===== src/rtl/load_memory_pkg.sv =====
// Access-size encoding and lane/alignment helpers shared by the load and store paths.
package load_memory_pkg;

  typedef enum logic [1:0] {
    MEM_BYTE = 2'b00,
    MEM_HALF = 2'b01,
    MEM_WORD = 2'b10,
    MEM_RSVD = 2'b11
  } mem_size_e;

  function automatic logic [3:0] lane_sel(input mem_size_e size, input logic [1:0] offset);
    case (size)
      MEM_BYTE: lane_sel = 4'b0001 << offset;
      MEM_HALF: lane_sel = 4'b0011 << offset;
      MEM_WORD: lane_sel = 4'b1111;
      default:  lane_sel = 4'b0000;
    endcase
  endfunction

  // Reserved size is treated as misaligned so both paths reject it the same way.
  function automatic logic misaligned(input mem_size_e size, input logic [1:0] offset);
    case (size)
      MEM_BYTE: misaligned = 1'b0;
      MEM_HALF: misaligned = (offset == 2'd3);
      MEM_WORD: misaligned = (offset != 2'd0);
      default:  misaligned = 1'b1;
    endcase
  endfunction

endpackage


===== src/rtl/load_memory_decoder.sv =====
// Extracts the addressed byte/halfword/word from a bus word and extends it to 32 bits.
module load_memory_decoder
  import load_memory_pkg::*;
(
  input  mem_size_e   size,
  input  logic        is_unsigned,
  input  logic [1:0]  offset,
  input  logic [31:0] rdata,
  output logic [31:0] data
);

  logic [31:0] shifted;

  always_comb begin
    shifted = rdata >> {offset, 3'b000};
    case (size)
      MEM_BYTE: data = {{24{~is_unsigned & shifted[7]}}, shifted[7:0]};
      MEM_HALF: data = {{16{~is_unsigned & shifted[15]}}, shifted[15:0]};
      MEM_WORD: data = rdata;
      default:  data = 32'd0;
    endcase
  end

endmodule


===== src/rtl/load_memory_unit.sv =====
// Load unit: one word-aligned bus read per request, extended result to writeback.
// Optional bus timeout enabled by defining LOAD_UNIT_TIMEOUT_EN.
module load_memory_unit
  import load_memory_pkg::*;
#(
  parameter int ADDR_W         = 32,
  parameter int TIMEOUT_CYCLES = 255
) (
  input  logic              clk,
  input  logic              reset,
  input  logic              req_valid,
  output logic              req_ready,
  input  logic [1:0]        req_type,
  input  logic              req_unsigned,
  input  logic [ADDR_W-1:0] req_addr,
  output logic              mem_req,
  output logic [ADDR_W-1:0] mem_addr,
  output logic [3:0]        mem_sel,
  input  logic              mem_ack,
  input  logic [31:0]       mem_rdata,
  output logic              rsp_valid,
  input  logic              rsp_ready,
  output logic [31:0]       rsp_data,
  output logic              rsp_exception,
  output logic              rsp_fault
);

  typedef enum logic [1:0] {IDLE, REQ, RESP} state_e;

  state_e      state;
  mem_size_e   req_size;
  mem_size_e   size_q;
  logic        unsigned_q;
  logic [1:0]  offset_q;
  logic [1:0]  req_offset;
  logic [31:0] load_data;

  assign req_size   = mem_size_e'(req_type);
  assign req_offset = req_addr[1:0];

  load_memory_decoder u_decoder (
    .size        (size_q),
    .is_unsigned (unsigned_q),
    .offset      (offset_q),
    .rdata       (mem_rdata),
    .data        (load_data)
  );

`ifdef LOAD_UNIT_TIMEOUT_EN
  localparam logic [7:0] TIMEOUT_LIMIT = 8'(TIMEOUT_CYCLES - 1);
  logic [7:0] wait_count;
  logic       fault_q;
  assign rsp_fault = fault_q;
`else
  assign rsp_fault = 1'b0;
`endif

  // Illegal requests skip the bus entirely and report straight from IDLE to RESP.
  always_ff @(posedge clk or posedge reset) begin
    if (reset) begin
      state         <= IDLE;
      req_ready     <= 1'b1;
      mem_req       <= 1'b0;
      mem_addr      <= '0;
      mem_sel       <= 4'b0000;
      rsp_valid     <= 1'b0;
      rsp_data      <= 32'd0;
      rsp_exception <= 1'b0;
      size_q        <= MEM_BYTE;
      unsigned_q    <= 1'b0;
      offset_q      <= 2'd0;
`ifdef LOAD_UNIT_TIMEOUT_EN
      wait_count    <= 8'd0;
      fault_q       <= 1'b0;
`endif
    end else begin
      case (state)
        IDLE: begin
          if (req_valid && req_ready) begin
            req_ready  <= 1'b0;
            size_q     <= req_size;
            unsigned_q <= req_unsigned;
            offset_q   <= req_offset;
`ifdef LOAD_UNIT_TIMEOUT_EN
            wait_count <= 8'd0;
            fault_q    <= 1'b0;
`endif
            if (misaligned(req_size, req_offset)) begin
              state         <= RESP;
              rsp_valid     <= 1'b1;
              rsp_exception <= 1'b1;
              rsp_data      <= 32'd0;
            end else begin
              state         <= REQ;
              mem_req       <= 1'b1;
              mem_addr      <= {req_addr[ADDR_W-1:2], 2'b00};
              mem_sel       <= lane_sel(req_size, req_offset);
              rsp_exception <= 1'b0;
            end
          end
        end
        // An ack on the limit cycle takes priority over the timeout.
        REQ: begin
          if (mem_ack) begin
            state     <= RESP;
            mem_req   <= 1'b0;
            rsp_valid <= 1'b1;
            rsp_data  <= load_data;
          end
`ifdef LOAD_UNIT_TIMEOUT_EN
          else if (wait_count == TIMEOUT_LIMIT) begin
            state     <= RESP;
            mem_req   <= 1'b0;
            rsp_valid <= 1'b1;
            rsp_data  <= 32'd0;
            fault_q   <= 1'b1;
          end else begin
            wait_count <= wait_count + 8'd1;
          end
`endif
        end
        RESP: begin
          if (rsp_ready) begin
            state     <= IDLE;
            rsp_valid <= 1'b0;
            req_ready <= 1'b1;
          end
        end
        default: state <= IDLE;
      endcase
    end
  end

endmodule


===== config.mk =====
export PLATFORM = sky130hd
export DESIGN_NAME = load_memory_unit
export DESIGN_NICKNAME = d
export VERILOG_FILES = /design/src/rtl/load_memory_pkg.sv /design/src/rtl/load_memory_decoder.sv /design/src/rtl/load_memory_unit.sv
export SDC_FILE = /design/constraint.sdc
export NUM_CORES = 1
export LEC_CHECK = 0
export ABC_AREA = 1
export CAP_MARGIN = 20
export CORE_ASPECT_RATIO = 0.6
export CORE_MARGIN = 2
export CORE_UTILIZATION = 42
export CTS_BUF_LIST = sky130_fd_sc_hd__clkbuf_4 sky130_fd_sc_hd__clkbuf_8 sky130_fd_sc_hd__clkbuf_16
export DETAILED_ROUTE_END_ITERATION = 16
export PLACE_DENSITY = 0.77
export SYNTH_ARGS = -nofsm -noshare
export SYNTH_HDL_FRONTEND = slang
export SYNTH_HIERARCHICAL = 1
export SYNTH_SLANG_ARGS = --single-unit

===== constraint.sdc =====
create_clock -name clk -period 2.6 [get_ports clk]
set_input_delay 0.52 -clock clk [delete_from_list [all_inputs] [get_ports clk]]
set_output_delay 0.52 -clock clk [all_outputs]
set_load 0.02 [all_outputs]

# Yosys cells after proc, flatten, opt, wreduce, memory -nomap -nowiden
# Index checks and enable logic that the tools add are counted.
[word_totals]
register_bits = 77
word_cells = 72
[op_classes]
eq_ne = 12
shift = 3
muxes = 27
bitwise = 4
n_reduce_logical = 15
[op_table]
columns = ["operator", "n"]
rows = [
  ["$mux 32", 3],
  ["$pmux 32 s3", 1],
  ["$pmux 32 s2", 1],
  ["$shr 32x5->16", 1],
  ["$mux 1", 12],
  ["$pmux 4 s3", 1],
  ["$ne 2x2->1 const B", 5],
  ["$reduce_and 3->1", 3],
  ["$eq 2x2->1 const B", 4],
  ["$mux 2", 4],
  ["$reduce_and 4->1", 2],
  ["$eq 2x1->1 const B", 3],
  ["$logic_not 2->1", 3],
  ["$pmux 1 s3", 2],
  ["$pmux 2 s3", 1],
  ["$reduce_bool 2->1", 3],
  ["$reduce_and 5->1", 1],
  ["$pmux 1 s2", 2],
  ["$shl 1x2->4 const A", 1],
  ["$shl 2x2->4 const A", 1],
  ["$reduce_bool 3->1", 1],
  ["$and 1x1->1", 2],
  ["$not 1->1", 2],
  ["$reduce_and 2->1", 1],
  ["$logic_and 1x1->1", 1],
]

# Logic depth before layout (Yosys ltp)
# Gate-level depths: netlist (run 1).
[depth]
ltp_word = 7
mapped_depth = 11

# Hierarchy
# Netlist (run 1), hierarchy kept.
[modules_own_cells]
columns = ["mod", "n_inst", "cells_per_inst", "area_each_um2", "seq_area_each_um2"]
rows = [
  ["load_memory_unit", 1, 370, 3393.3, 1928.1],
  ["load_memory_decoder", 1, 226, 994.7, 0.0],
]

# Worst setup path after synthesis (run 1)
# Ideal clock, no wire load.
[synth_path]
kind = "reg2reg"
from = "register state[0]"
to = "register rsp_data[10]"
t_arrival_ns = 1.387
setup_slack_ns = 1.096
path_stages_with_launch = 10
path_buffers = 1
path_cell_list = "dfrtp_1 > inv_1 > ha_1 > nand2_1 > nand2_1 > nor2_4 > nand2_4 > clkbuf_8 > nand2_1 > o21ai_2"
[synth_between]
elab_chain_len = 3
elab_cells_between_ends = 8
[synth_rtl]
columns = ["item", "line_no", "rtl"]
rows = [
  ["from (decl)", "load_memory_unit.sv:30", "state_e state;"],
  ["from (signal assigned)", "load_memory_unit.sv:61", "state <= IDLE;"],
  ["from (signal assigned)", "load_memory_unit.sv:89", "state <= RESP;"],
  ["from (signal assigned)", "load_memory_unit.sv:94", "state <= REQ;"],
  ["$eq 2x1->1 / $logic_not 2->1 (equally long branches)", "load_memory_unit.sv:77", "case (state)"],
  ["$ne 2x2->1 (no line) / $reduce_bool 2->1 (equally long branches)", "n/a", ""],
  ["$reduce_and 4->1 (no line)", "n/a", ""],
  ["to (signal assigned)", "load_memory_unit.sv:108", "rsp_data <= load_data;"],
  ["to (decl)", "load_memory_unit.sv:23", "output logic [31:0] rsp_data,"],
]
# Several ways; a longest one is shown, not always the timed one.
# A chain may end at the register's enable or synchronous reset.

# Final worst setup path (run 1)
[layout_path]
from = "register req_ready"
to = "output req_ready"
[layout_rtl]
columns = ["item", "line_no", "rtl"]
rows = [
  ["from (decl)", "load_memory_unit.sv:12", "output logic req_ready,"],
  ["from (signal assigned)", "load_memory_unit.sv:62", "req_ready <= 1'b1;"],
  ["from (signal assigned)", "load_memory_unit.sv:80", "req_ready <= 1'b0;"],
  ["from (signal assigned)", "load_memory_unit.sv:126", "req_ready <= 1'b1;"],
]
# No word-level cell between the ends.

==> results.json, run 1 <==
{
  "worstPathRequired_ps": 2080,
  "hold_buffers": 0,
  "grt_pass1_vias": 3993,
  "worstPathMaxFanout": 3,
  "ys_seq_area_share_pct": 43.9,
  "io_pins": 145,
  "switching_share_pct": 44.4,
  "slowest_delay_ps": 610,
  "finalClockSkew_ps": 4.76,
  "synth_top_area_share_pct": 43.3,
  "crit_buf_inv": 1,
  "initial_core_util_pct": 43.8,
  "drv_cap": 0,
  "power_frac_seq_pct": 27.6,
  "initialDrtViolationCount": 347,
  "setup_tns_ps": 0,
  "power.switching_uw": 3360,
  "core_um2": 10000,
  "synth_top_cell_by_area": "dfrtp_1",
  "syn_to_final_growth_pct": 38.8,
  "syn_avg_cell_area_um2": 7.36,
  "syn_inst": 596,
  "grt_max_degree": 65,
  "ys_types": 32,
  "ys_ff_latch": 77,
  "drv_slew": 0,
  "p_comb_share_pct": 56.3,
  "diodes": 0,
  "hold_ws_ps": 474,
  "cts.repair.resized": 0,
  "final_nets": 799,
  "antenna_found_initial": 0,
  "endpoint_kind": "primary output",
  "yosys-top-cells-area": "dfrtp_1 43%, nand2_1 25%, o21ai_2 6.4%, o21ai_0 4.0%, nor2_1 3.4%",
  "grt_usage_pct": 21.5,
  "die_x_um": 136,
  "cts_max_level": 3,
  "max_freq_mhz": 501,
  "pwr-share-clk_pct": 16.2,
  "drc": 0,
  "cts-root-buf": "clkbuf_16",
  "worst_path_max_delay_cell": "clkdlybuf4s50_1",
  "cts_tree": "built",
  "wl_um": 11900,
  "grt_pass1_wl_um": 19500,
  "p_int_uw": 4210,
  "vias": 4176,
  "rsz0062_at_grt": "false",
  "synth_ff_type": "dfrtp_1",
  "r2r_setup_slack_ps": 760,
  "cts_buffers": 9,
  "clock_path_buffers": 2,
  "setup_viol_count_final": 0,
  "synth_edf_count": 0,
  "die_y_um": 83.2,
  "yosysWarnings": 6,
  "drive_above_1_share_pct": 10.6,
  "clk_pin_slew_ps": 60,
  "status": "finished clean",
  "cp_cell_sequence": "clkdlybuf4s50_1",
  "place.gp.congestion": 0.855,
  "row_count": 28,
  "vdd_drop_max_mv": 0.635,
  "worst_setup_path_start_kind": "flop",
  "clock_sinks": 77,
  "wl_per_cell_um": 13.8,
  "crit_family": "buffers and inverters",
  "worstSkewPairLatency_ps": 330,
  "grt_overflow": 0,
  "fill_cells": 901,
  "die-area_um2": 11300,
  "portBuffers": 141,
  "fin_crit_sh_pct": 76.7,
  "criticalPathCategory": "reg -> out",
  "synth-async-reset-ratio_pct": 100,
  "viasPerCell": 4.84,
  "min_period_ps": 2000,
  "postCtsSetupBuffers": 0,
  "hold_path_class": "reg -> reg",
  "synth_commonest_cells": "295 x nand2_1, 76 x dfrtp_1, 40 x nor2_1, 35 x o21ai_0, 32 x o21ai_2",
  "dp_hpwl_um": 8930,
  "arrival_ps": 1480,
  "firstDrtPassIters": 5,
  "leakage_uw": 0.00298,
  "power_density_nw_per_um2": 1240,
  "hold_viol_final": 0,
  "synth.most_common_cell": "nand2_1",
  "drt.antenna.violating_nets": 0,
  "p_total_uw": 7560,
  "syn-cell-area_um2": 4390
}
-- layer usage --
metal  vias up  part of all wire, %  track usage (%)
met4         0                  1.7             5.87
li1       2095                    -                -
met2       136                   45             33.1
met5         -                    0                0
met1      1928                   47             30.2
met3        17                  6.5             5.13
-- layout by cell type, fill, tap and decap left out, types with 5 or more instances in the layout --
cell type	n
o21ai_2	32
inv_2	5
dfrtp_1	76
inv_1	28
nor2_1	40
nand2_1	295
o21ai_0	35
nand3_1	23
clkdlybuf4s50_1	141
buf_4	7
clkbuf_16	9
-- registers in the layout, summed over array words and instances (netlist names) --
register and count:
mem_addr 30, mem_req 1, mem_sel 4, offset_q 2, req_ready 1, rsp_data 32
rsp_exception 1, rsp_valid 1, size_q 2, state 2, unsigned_q 1
-- power groups by stage --
stage / clock [uW] / combinational [uW] / sequential, uW
6_report: 1220 / 4250 / 2090
5_1_grt: 1300 / 4660 / 2160
4_1_cts: 1250 / 4260 / 2090
3_5_place_dp: 0 / 4240 / 2100
3_3_place_gp: 0 / 4170 / 2080
2_1_floorplan: 0 / 2200 / 2670
-- kinds of logic (layout without fill, tap and decap cells) --
logic type | count (synthesis) | after routing | synth area share, %
adder cells (fa/ha/maj) | 3 | 3 | 0.856
other | 1 | 3 | 0.0855
buffers and inverters | 70 | 200 | 9.24
flip-flops | 77 | 77 | 43.9
AND/OR/NAND/NOR | 372 | 372 | 34.6
AO/OA/AOI/OAI | 72 | 72 | 11.0
multiplexers | 1 | 1 | 0.257
-- final cells by class --
cell class                 instances  area (um^2)  area share [%]
multi-input combinational        451         2060            33.9
sequential                        77         1930            31.7
timing repair buffer             150         1500            24.7
clock buffer                       9          225            3.70
tap                              135          169            2.77
inverter                          35          135            2.22
clock inverter                     6         65.1            1.07
-- worst paths after layout --
check                                from            to  depth (start not counted)
worst min register to register  rsp_valid     rsp_valid                          2
max in group asynchronous           reset   rsp_data[9]                          3
min in group asynchronous           reset  rsp_data[20]                          2
worst max register to register   state[0]  rsp_data[11]                          9
worst max-delay path            req_ready     req_ready                          1
worst min-delay path            rsp_valid     rsp_valid                          2
-- through the flow --
step | cells | worst slack [ps] | utilization, % | instance area (um^2)
6_report | 863 | 605 | 60.8 | 6090
3_5_place_dp | 848 | 409 | 57.9 | 5800
2_1_floorplan | 598 | 115 | - | 4400
5_1_grt | 863 | 569 | 60.8 | 6090
4_1_cts | 863 | 595 | 60.8 | 6090
3_3_place_gp | 848 | 440 | 57.9 | 5800
-- worst register-to-register path, cell delays in order (launching register included) --
cell and delay (ps):
dfrtp_1 400, inv_1 100, ha_1 350, nand2_1 130, nand2_1 140, nor2_4 60, nand2_4 70, buf_12 300
nand2_1 150, o21ai_2 70
(Power assumes the default switching activity.)
==> run 2, diff against run 1 <==
clock period = 1.8 ns   (was 2.6 ns; I/O delays follow)
==> run 2 against run 1 <==
Net effect:
- cell count up 1.9%
- die area unchanged
- via count up 2.4%
- critical path depth unchanged
- wire length up 2.6%
- sequential power up 45%
- critical path type unchanged
==> results.json, run 2 (same netlist as run 1, synthesis figures left out) <==
{
  "crit_buf_inv": 1,
  "top_register": "rsp_data",
  "rsz0062_at_grt": "false",
  "syn_to_final_growth_pct": 42.6,
  "worstPathMaxFanout": 2,
  "viasPerCell": 4.86,
  "io_pins": 145,
  "cts_max_level": 3,
  "reg_top3": "rsp_data (32), mem_addr (30), mem_sel (4)",
  "hold_viol_final": 0,
  "hold_path_class": "in -> async",
  "cp_cell_sequence": "clkdlybuf4s50_1",
  "core_um2": 10000,
  "die_x_um": 136,
  "placed_area_um2": 6000,
  "min_period_ps": 1720,
  "cts_buffers": 9,
  "mostFrequentLayoutCells": "295 x nand2_1, 140 x clkdlybuf4s50_1, 76 x dfrtp_1",
  "clock_path_buffers": 2,
  "grt_max_degree": 37,
  "grt_pass1_wl_um": 20600,
  "worstPathRequired_ps": 1440,
  "place.gp.congestion": 0.850,
  "cts-root-buf": "clkbuf_16",
  "switching_share_pct": 44.5,
  "setup_viol_count_final": 0,
  "worst_path_max_delay_cell": "clkdlybuf4s50_1",
  "initialDrtViolationCount": 434,
  "mostFrequentLayoutCell": "nand2_1",
  "leakage_uw": 0.00306,
  "drv_slew": 0,
  "finalClockSkew_ps": 8.35,
  "dp_hpwl_um": 9230,
  "drv_cap": 0,
  "grt_overflow": 0,
  "firstDrtPassIters": 5,
  "power_frac_seq_pct": 27.4,
  "stdcell_area_um2": 6260,
  "drc": 0,
  "endpoint_kind": "primary output",
  "p_int_uw": 6160,
  "drt.antenna.violating_nets": 0,
  "initial_core_util_pct": 43.8,
  "slowest_delay_ps": 620,
  "crit_family": "buffers and inverters",
  "vdd_drop_max_mv": 0.787,
  "clk_pin_slew_ps": 60,
  "worst_setup_path_start_kind": "flop",
  "power_density_nw_per_um2": 1770,
  "wl_um": 12200,
  "fin_crit_sh_pct": 95.6,
  "status": "finished clean",
  "antenna_found_initial": 0,
  "wl_per_cell_um": 13.9,
  "vias": 4275,
  "r2r_cells": 9,
  "die_y_um": 83.2,
  "arrival_ps": 1360,
  "grt_usage_pct": 22.8,
  "grt_pass1_vias": 4214,
  "worstSkewPairLatency_ps": 340,
  "p_comb_share_pct": 58.1,
  "cts_tree": "built",
  "pwr-share-clk_pct": 14.5,
  "criticalPathCategory": "reg -> out",
  "die-area_um2": 11300,
  "diodes": 0,
  "cp_num_cells": 1,
  "utilization_pct": 62.5,
  "max_freq_mhz": 581,
  "clock_sinks": 77,
  "power.switching_uw": 4930,
  "drive_above_1_share_pct": 12.5,
  "largest_reg_flops": 32,
  "final_nets": 815,
  "row_count": 28,
  "portBuffers": 141
}
run 2: layout make-up:
cell class / count / area [um^2]
fill: 884 / 3760
tap: 135 / 169
clock inverter: 6 / 38.8
clock buffer: 9 / 225
sequential: 77 / 1930
inverter: 35 / 138
multi-input combinational: 451 / 2060
timing repair buffer: 166 / 1700
run 2: power groups by stage:
| stage | combinational, uW | clock [uW] | sequential, uW |
|---|---|---|---|
| detailed placement | 6430 | 0 | 3060 |
| finish | 6440 | 1610 | 3040 |
| global placement | 6290 | 0 | 3030 |
| CTS | 6460 | 1660 | 3040 |
| global route | 7080 | 1750 | 3140 |
| floorplan | 3170 | 0 | 3850 |
run 2: worst reg2reg max path, stage by stage (launching register included):
cell and delay, ps:
dfrtp_1 420, inv_2 240, nand3_1 160, nand3_2 120, buf_12 160, nand2_1 80
inv_1 60, nand2_1 50, nand2_1 120, o21ai_2 70
run 2: repair_timing:
item	4_1_cts	5_1_grt
endpoints found under the setup margin	1	0
resized for setup	1	0
hold endpoints to repair	0	0
setup buffers	0	0
hold buffers	0	0
run 2: final timing paths:
path / from / endpoint / slack (ps)
worst max-delay path: rsp_data[15] / rsp_data[15] / 80
worst min-delay path: reset / rsp_data[11] / 390
worst max register to register: offset_q[1] / rsp_data[17] / 190
worst min register to register: mem_addr[4] / mem_addr[4] / 480
max in group asynchronous: reset / req_ready / 860
min in group clk: mem_addr[4] / mem_addr[4] / 480
run 2: routing by layer:
layer	GRT usage, %	wire length, um
met5	0	0
met2	34.8	5470
met1	32.3	5690
met4	5.78	164
met3	6.04	856
run 2: metrics by stage:
| stage | hold WS (ps) | total power [uW] | instances | TNS [ps] | worst slack (ps) |
|---|---|---|---|---|---|
| finish | 394 | 11100 | 879 | 0 | 79.0 |
| CTS | 398 | 11200 | 879 | 0 | 70.9 |
| detailed placement | 464 | 9490 | 864 | -4440 | -121 |
| global route | 409 | 12000 | 879 | 0 | 38.1 |
| global placement | 461 | 9320 | 864 | -1580 | -40.6 |
| floorplan | 454 | 7020 | 598 | 0 | 296 |
